--- src/rtl/a51_pkg.sv ---
// Shared definitions for the A5/1 cipher streaming path: state encoding,
// default message width and the ASCII offsets used for hex display.
package a51_pkg;

   localparam int A51_DATA_WIDTH = 128;

   // '0' for 0-9; 'A' - 10 so that 4'hA maps straight onto 'A'.
   localparam logic [7:0] ASCII_DIGIT_OFS = 8'h30;
   localparam logic [7:0] ASCII_ALPHA_OFS = 8'h37;

   typedef enum logic [2:0] {
      ST_IDLE,
      ST_COLLECT,
      ST_LATCH,
      ST_EMIT,
      ST_DONE
   } state_t;

endpackage

--- src/rtl/cipher_streamer_if.sv ---
// Character channel from the cipher streamer to the LCD writer:
// valid/ready handshake carrying one ASCII character per transfer.
interface cipher_streamer_if;

   logic [7:0] char_out;
   logic       char_valid;
   logic       char_ready;

   modport master (output char_out, output char_valid, input char_ready);
   modport slave  (input char_out, input char_valid, output char_ready);

endinterface

--- src/rtl/hextoascii.sv ---
// Combinational nibble to upper-case ASCII hex digit conversion.
module hextoascii
   import a51_pkg::*;
(
   input  logic [3:0] nibble,
   output logic [7:0] ascii
);

   always_comb begin
      if (nibble < 4'd10) ascii = ASCII_DIGIT_OFS + {4'h0, nibble};
      else                ascii = ASCII_ALPHA_OFS + {4'h0, nibble};
   end

endmodule

--- src/rtl/cipher_streamer.sv ---
// Collects DATA_WIDTH keystream bits, XORs them with the stored message and
// streams the result to the LCD as hex characters, most significant first.
module cipher_streamer
   import a51_pkg::*;
#(
   parameter  int DATA_WIDTH = A51_DATA_WIDTH,
   localparam int NIBBLES    = DATA_WIDTH / 4
) (
   input  logic                  clk,
   input  logic                  clrn,
   input  logic                  start,
   input  logic                  ks_bit,
   input  logic                  ks_valid,
   input  logic [DATA_WIDTH-1:0] data_in,
   cipher_streamer_if.master     lcd,
   output logic                  busy,
   output logic                  done,
   output logic                  ks_overrun
);

   localparam int CNT_W = $clog2(DATA_WIDTH) + 1;
   localparam int IDX_W = (NIBBLES > 1) ? $clog2(NIBBLES) : 1;
   localparam logic [CNT_W-1:0] CNT_FULL = CNT_W'(DATA_WIDTH);
   localparam logic [IDX_W-1:0] IDX_LAST = IDX_W'(NIBBLES - 1);

   state_t                  state_q,  state_d;
   logic [DATA_WIDTH-1:0]   shift_q,  shift_d;
   logic [DATA_WIDTH-1:0]   cipher_q, cipher_d;
   logic [CNT_W-1:0]        cnt_q,    cnt_d;
   logic [IDX_W-1:0]        idx_q,    idx_d;
   logic                    ovr_q,    ovr_d;
   logic [3:0]              nibble;
   logic [7:0]              ascii;

   // NOTE: every next-state signal takes its hold value first, so no path
   // through the case statement can leave one unassigned and infer a latch.
   always_comb begin
      state_d  = state_q;
      shift_d  = shift_q;
      cipher_d = cipher_q;
      cnt_d    = cnt_q;
      idx_d    = idx_q;
      ovr_d    = ovr_q;

      if (start) begin
         // A restart discards whatever ks_bit arrives alongside it.
         state_d = ST_COLLECT;
         shift_d = '0;
         cnt_d   = '0;
         ovr_d   = 1'b0;
      end else begin
         case (state_q)
            ST_IDLE, ST_COLLECT: begin
               if (ks_valid) begin
                  shift_d = {shift_q[DATA_WIDTH-2:0], ks_bit};
                  cnt_d   = cnt_q + 1'b1;
                  state_d = (cnt_d == CNT_FULL) ? ST_LATCH : ST_COLLECT;
               end
            end
            ST_LATCH: begin
               cipher_d = shift_q ^ data_in;
               idx_d    = IDX_LAST;
               state_d  = ST_EMIT;
            end
            ST_EMIT: begin
               if (lcd.char_ready) begin
                  if (idx_q == '0) state_d = ST_DONE;
                  else             idx_d   = idx_q - 1'b1;
               end
            end
            ST_DONE: ;
            default: state_d = ST_IDLE;
         endcase

         if (ks_valid && (state_q inside {ST_LATCH, ST_EMIT, ST_DONE}))
            ovr_d = 1'b1;
      end
   end

   // NOTE: sequential state uses non-blocking assignments only; the shift and
   // cipher registers are plain flops, so the async reset clears them too.
   always_ff @(posedge clk or negedge clrn) begin
      if (!clrn) begin
         state_q  <= ST_IDLE;
         shift_q  <= '0;
         cipher_q <= '0;
         cnt_q    <= '0;
         idx_q    <= '0;
         ovr_q    <= 1'b0;
      end else begin
         state_q  <= state_d;
         shift_q  <= shift_d;
         cipher_q <= cipher_d;
         cnt_q    <= cnt_d;
         idx_q    <= idx_d;
         ovr_q    <= ovr_d;
      end
   end

   assign nibble = cipher_q[4*idx_q +: 4];

   hextoascii u_hex (
      .nibble (nibble),
      .ascii  (ascii)
   );

   // char_out is forced to zero outside EMIT so reset and idle read as blank.
   assign lcd.char_valid = (state_q == ST_EMIT);
   assign lcd.char_out   = lcd.char_valid ? ascii : 8'h00;
   assign busy           = state_q inside {ST_COLLECT, ST_LATCH, ST_EMIT};
   assign done           = (state_q == ST_DONE);
   assign ks_overrun     = ovr_q;

endmodule

--- src/flat_wrapper.sv ---
// flat-port wrapper written by rule: the top's interface ports become plain ports
module cipher_streamer_flat import a51_pkg::*;
#(
   parameter  int DATA_WIDTH = A51_DATA_WIDTH,
   localparam int NIBBLES    = DATA_WIDTH / 4
)
  (clk, clrn, start, ks_bit, ks_valid, data_in, busy, done, ks_overrun, lcd_char_out, lcd_char_valid, lcd_char_ready);
  cipher_streamer_if lcd_i ();
  input  logic clk;
  input  logic clrn;
  input  logic start;
  input  logic ks_bit;
  input  logic ks_valid;
  input  logic [DATA_WIDTH-1:0] data_in;
  output logic busy;
  output logic done;
  output logic ks_overrun;
  output wire logic [$bits(lcd_i.char_out)-1:0] lcd_char_out;
  output wire logic [$bits(lcd_i.char_valid)-1:0] lcd_char_valid;
  input wire logic [$bits(lcd_i.char_ready)-1:0] lcd_char_ready;
  assign lcd_char_out = lcd_i.char_out;
  assign lcd_char_valid = lcd_i.char_valid;
  assign lcd_i.char_ready = lcd_char_ready;
  cipher_streamer #(.DATA_WIDTH(DATA_WIDTH)) u_core (.clk(clk), .clrn(clrn), .start(start), .ks_bit(ks_bit), .ks_valid(ks_valid), .data_in(data_in), .lcd(lcd_i), .busy(busy), .done(done), .ks_overrun(ks_overrun));
endmodule
--- config.mk ---
export PLATFORM = sky130hd
export DESIGN_NAME = cipher_streamer_flat
export DESIGN_NICKNAME = d
export VERILOG_FILES = /design/src/rtl/a51_pkg.sv /design/src/rtl/cipher_streamer_if.sv /design/src/rtl/hextoascii.sv /design/src/rtl/cipher_streamer.sv /design/src/flat_wrapper.sv
export SDC_FILE = /design/constraint.sdc
export NUM_CORES = 1
export LEC_CHECK = 0
export BUFFER_PORTS_ARGS = -buffer_cell sky130_fd_sc_hd__buf_2
export CAP_MARGIN = 20
export CORE_ASPECT_RATIO = 1.75
export CORE_MARGIN = 1
export CORE_UTILIZATION = 40
export CTS_CLUSTER_SIZE = 16
export DETAILED_ROUTE_END_ITERATION = 10
export MAX_ROUTING_LAYER = met4
export PLACE_DENSITY = 0.61
export SETUP_SLACK_MARGIN = 0.4
export SYNTH_ARGS = -nofsm -noshare
export SYNTH_HDL_FRONTEND = slang
export SYNTH_SLANG_ARGS = --single-unit
--- constraint.sdc ---
create_clock -name clk -period 4 [get_ports clk]
set_input_delay 0.8 -clock clk [delete_from_list [all_inputs] [get_ports clk]]
set_output_delay 0.8 -clock clk [all_outputs]
set_load 0.01 [all_outputs]
==> flow_metrics.tcl <==
set metrics [dict create \
    run_status "finished with violations" \
    failed_checks "setup timing" \
    maxSlewHeadroom_pct 29.5 \
    area_growth_syn_to_layout_pct 16.8 \
    remaining_drc_errors 0 \
    synth_nets 1451 \
    cts-root-to-sink-buffers 3 \
    seq_pwr_share_pct 47.6 \
    critPathKind "reg2out" \
    netlist_area_mm2 0.0127 \
    crit-reg2reg-launch "u_core.idx_q[1]" \
    critical_path.most_common_cell "sky130_fd_sc_hd__mux4_2" \
    grtUsageTotal_pct 21.5 \
    power.combinational.fraction_pct 7.9 \
    netSwitchingFraction_pct 23.9 \
    detailedRoute.firstIterationViolations 703 \
    multi_input_comb_area_mm2 0.00558 \
    floorplan.core_area_mm2 0.0314 \
    tritoncts "yes" \
    die_span_y_um 238 \
    layout.core_utilization_pct 47.3 \
    tightestPinTransition_ns 1.06 \
    tritoncts.num_buffers 26 \
    clk_pin_slew_ns 0.07 \
    final-setup-viol-count 1 \
    critPathArrivalTime_ns 3.26 \
    synth_area_leaders "sky130_fd_sc_hd__dfrtp_1 (54%), sky130_fd_sc_hd__a21oi_1 (10%), sky130_fd_sc_hd__xnor2_1 (9.0%)" \
    io_buffers 144 \
    synth_sequential_area_ratio_pct 53.7 \
    full_die_area_mm2 0.0326 \
    fp.dieW_um 137 \
    synth_async_sr_flop_share_pct 100 \
    synth.lib_cells_used.distinct 44 \
    routabilityCongestion 0.834 \
    r2r-end "u_core.idx_q[4]" \
    min-delay-path-class "in2async" \
    pin_count_of_the_biggest_net_entering_global_routing 257 \
    grt_overflow_total 0 \
    initial_core_util_pct 40.5 \
    synth.ff_latch_count 273 \
    yosys.area.top_type_share_pct 53.7 \
    final-hold-violation-count 0 \
    vias_per_cell 5.14 \
    finalWirelength_um 32600 \
    setup_skew_ns 0.0141 \
    drv_cap 0 \
    power_report.internal_total_w 0.00452 \
    root_buffer "sky130_fd_sc_hd__clkbuf_16" \
    route.antenna.remaining_nets 0 \
    setup.worst_path.start "u_core.idx_q[0]" \
    grt_pass1_wl_um 51800 \
    row_count 86 \
    synth_area_leader_cell "sky130_fd_sc_hd__dfrtp_1" \
    routedWlPerCell_um 17.7 \
    post_layout_net_count 1563 \
    numClockSinks 273 \
    rr_worst_depth 10 \
    power.leakage_nw 6.46 \
    worstPathRequired_ns 3.20 \
    post_synth_inst_count 1312 \
    io_pins 146 \
    clkPwrFrac_pct 44.5 \
    grt_pass1_vias 9297 \
    drive_gt1_share_pct 18.2 \
    drtPass1Iterations 5 \
    postCtsHoldBufs 0 \
    post-route-worst-setup-slack_ns -0.0559 \
    num-fill-cells 2988 \
    area.sequential_mm2 0.00684 \
    post-route-period-util_pct 101 \
    crit_fanout 6 \
    finalPower_w 0.00595 \
    critPathSlowestCell "sky130_fd_sc_hd__mux4_2" \
    period_needed_ns 4.06 \
    maxSlewViolCount 0 \
    cp-start-kind "register" \
    synth_common_cells "sky130_fd_sc_hd__dfrtp_1 (273), sky130_fd_sc_hd__nand2_1 (273), sky130_fd_sc_hd__a21oi_1 (265), sky130_fd_sc_hd__nor2_1 (150), sky130_fd_sc_hd__xnor2_1 (131)" \
    fmaxAchievable_ghz 0.247 \
    power_density_mw_per_mm2 400 \
    synth_top_flop_cell "sky130_fd_sc_hd__dfrtp_1" \
    cts.htree.levels 1 \
    vias 9440 \
    irDropWorstVdd_v 0.000378 \
    final.setup.tns_ns -0.0559 \
    cp-end-kind "primary output" \
    num_antenna_cells 0 \
    syn_area_per_cell_um2 9.70 \
    post_synth_edffs 0 \
    crit_path_cell_trace "buf_8, mux4_2, mux4_2, mux2i_4, ha_2, nand2_1, or3_1, a21oi_2, buf_2" \
    place.detailed.hpwl_um 22700 \
    power_switching_w 0.00142 \
    synth_warnings 0 \
    setup.reg_to_reg.worst_slack_ns 1.39 \
    clk_latency_ns 0.54 \
    critical-path-max-stage-delay_ns 0.51 \
    unrepaired_setup_endpoints_after_global_routing "true" \
    grt_antenna_before_repair 0 \
]
[stage by stage]
stage               setup WS [ns]  cell area, µm²  std cells  hold slack, ns
global placement            0.318           13800       1783           0.482
detailed placement          0.305           13800       1783           0.486
global route               -0.135           14900       1838           0.341
floorplan                   0.565           12700       1312           0.487
CTS                       -0.0733           14800       1837           0.315
finish                    -0.0559           14900       1838           0.299
[cells in the final DEF (no fill, tap or decap), types with 2 or more instances in the layout]
| cell | instances |
|---|---|
| sky130_fd_sc_hd__nand2_1 | 273 |
| sky130_fd_sc_hd__dfrtp_1 | 270 |
| sky130_fd_sc_hd__a21oi_1 | 265 |
| sky130_fd_sc_hd__nor2_1 | 149 |
| sky130_fd_sc_hd__buf_2 | 140 |
| sky130_fd_sc_hd__xnor2_1 | 131 |
| sky130_fd_sc_hd__clkbuf_16 | 27 |
| sky130_fd_sc_hd__mux4_2 | 26 |
| sky130_fd_sc_hd__buf_4 | 21 |
| sky130_fd_sc_hd__mux2i_1 | 13 |
| sky130_fd_sc_hd__o21ai_0 | 8 |
| sky130_fd_sc_hd__xor2_1 | 7 |
| sky130_fd_sc_hd__a211oi_1 | 5 |
| sky130_fd_sc_hd__nand4_1 | 5 |
| sky130_fd_sc_hd__nand3_1 | 5 |
| sky130_fd_sc_hd__nor2b_1 | 5 |
| sky130_fd_sc_hd__buf_6 | 5 |
| sky130_fd_sc_hd__buf_12 | 5 |
| sky130_fd_sc_hd__nand2b_1 | 4 |
| sky130_fd_sc_hd__inv_1 | 4 |
| sky130_fd_sc_hd__mux4_1 | 4 |
| sky130_fd_sc_hd__ha_1 | 4 |
| sky130_fd_sc_hd__bufinv_16 | 4 |
| sky130_fd_sc_hd__clkbuf_1 | 4 |
| sky130_fd_sc_hd__clkinv_2 | 4 |
| sky130_fd_sc_hd__a31oi_1 | 3 |
| sky130_fd_sc_hd__or3_1 | 3 |
| sky130_fd_sc_hd__inv_6 | 3 |
| sky130_fd_sc_hd__and2_1 | 2 |
| sky130_fd_sc_hd__nor3b_1 | 2 |
| sky130_fd_sc_hd__nand3b_1 | 2 |
| sky130_fd_sc_hd__mux2i_4 | 2 |
| sky130_fd_sc_hd__a221oi_1 | 2 |
| sky130_fd_sc_hd__a22oi_1 | 2 |
| sky130_fd_sc_hd__and2_4 | 2 |
| sky130_fd_sc_hd__clkbuf_8 | 2 |
| sky130_fd_sc_hd__clkinv_4 | 2 |
| sky130_fd_sc_hd__buf_8 | 2 |
| sky130_fd_sc_hd__dfrtp_2 | 2 |
[cell families (layout without fill, tap and decap cells)]
logic type | after synthesis | in the layout | share of synthesized area [%]
AND/OR/NAND/NOR | 462 | 462 | 14.4
AO/OA/AOI/OAI | 292 | 292 | 11.9
flip-flops | 273 | 273 | 53.7
XOR/XNOR | 138 | 138 | 9.49
buffers and inverters | 94 | 224 | 3.00
multiplexers | 47 | 47 | 6.97
adder cells (fa/ha/maj) | 5 | 5 | 0.491
other | 1 | 1 | 0.0295
[per-layer routing]
layer	vias to the layer above	GRT usage [%]	share of wire (%)
li1	4586	-	-
met1	4617	26.6	41
met2	185	36.8	53
met3	52	1.98	3.0
met4	0	7.19	3.1
met5	-	-	0
[final cells by class]
| cell class | instances | share of cell area (%) |
|---|---|---|
| clock inverter | 13 | 1.24 |
| inverter | 5 | 0.126 |
| tap | 396 | 3.33 |
| sequential | 273 | 46.0 |
| timing repair buffer | 173 | 7.02 |
| clock buffer | 33 | 4.83 |
| multi-input combinational | 945 | 37.5 |
[power by group through the flow]
stage	clock, W	sequential (W)	combinational [W]
final	0.00265	0.00283	0.000468
after global routing	0.00282	0.00283	0.000512
after CTS	0.00270	0.00283	0.000474
after detailed placement	0	0.00289	0.000455
after global placement	0	0.00289	0.000449
after floorplan	0	0.00286	0.000231
[what timing repair did]
action / CTS / global route
pin swaps: 1 / 3
endpoints found under the setup margin: 7 / 7
setup buffers: 8 / 1
resized for setup: 13 / 10
[how the worst max path moves through the flow]
stage,to,slack [ns],depth (start not counted)
2_1_floorplan,lcd_char_out[2],0.56,9
3_3_place_gp,lcd_char_out[2],0.32,8
3_5_place_dp,lcd_char_out[2],0.31,8
4_1_cts,lcd_char_out[2],-0.07,9
5_1_grt,lcd_char_out[2],-0.13,9
6_report,lcd_char_out[2],-0.06,9
[critical path: cells and delay by family, from the launching register on]
family / cells / cell delay, ns
simple gates: 2 / 0.39
buf+inv: 2 / 0.30
compound gates: 1 / 0.12
flops: 1 / 0.46
fa+ha+maj: 1 / 0.22
mux: 3 / 1.23
[sequential cells by signal, summed over array words and instances, names as in the netlist]
name	cells
u_core.idx_q	5
u_core.cipher_q	128
u_core.shift_q	128
u_core.state_q	3
u_core.ks_overrun	1
u_core.cnt_q	8
Power figures use the tool's default switching activity.
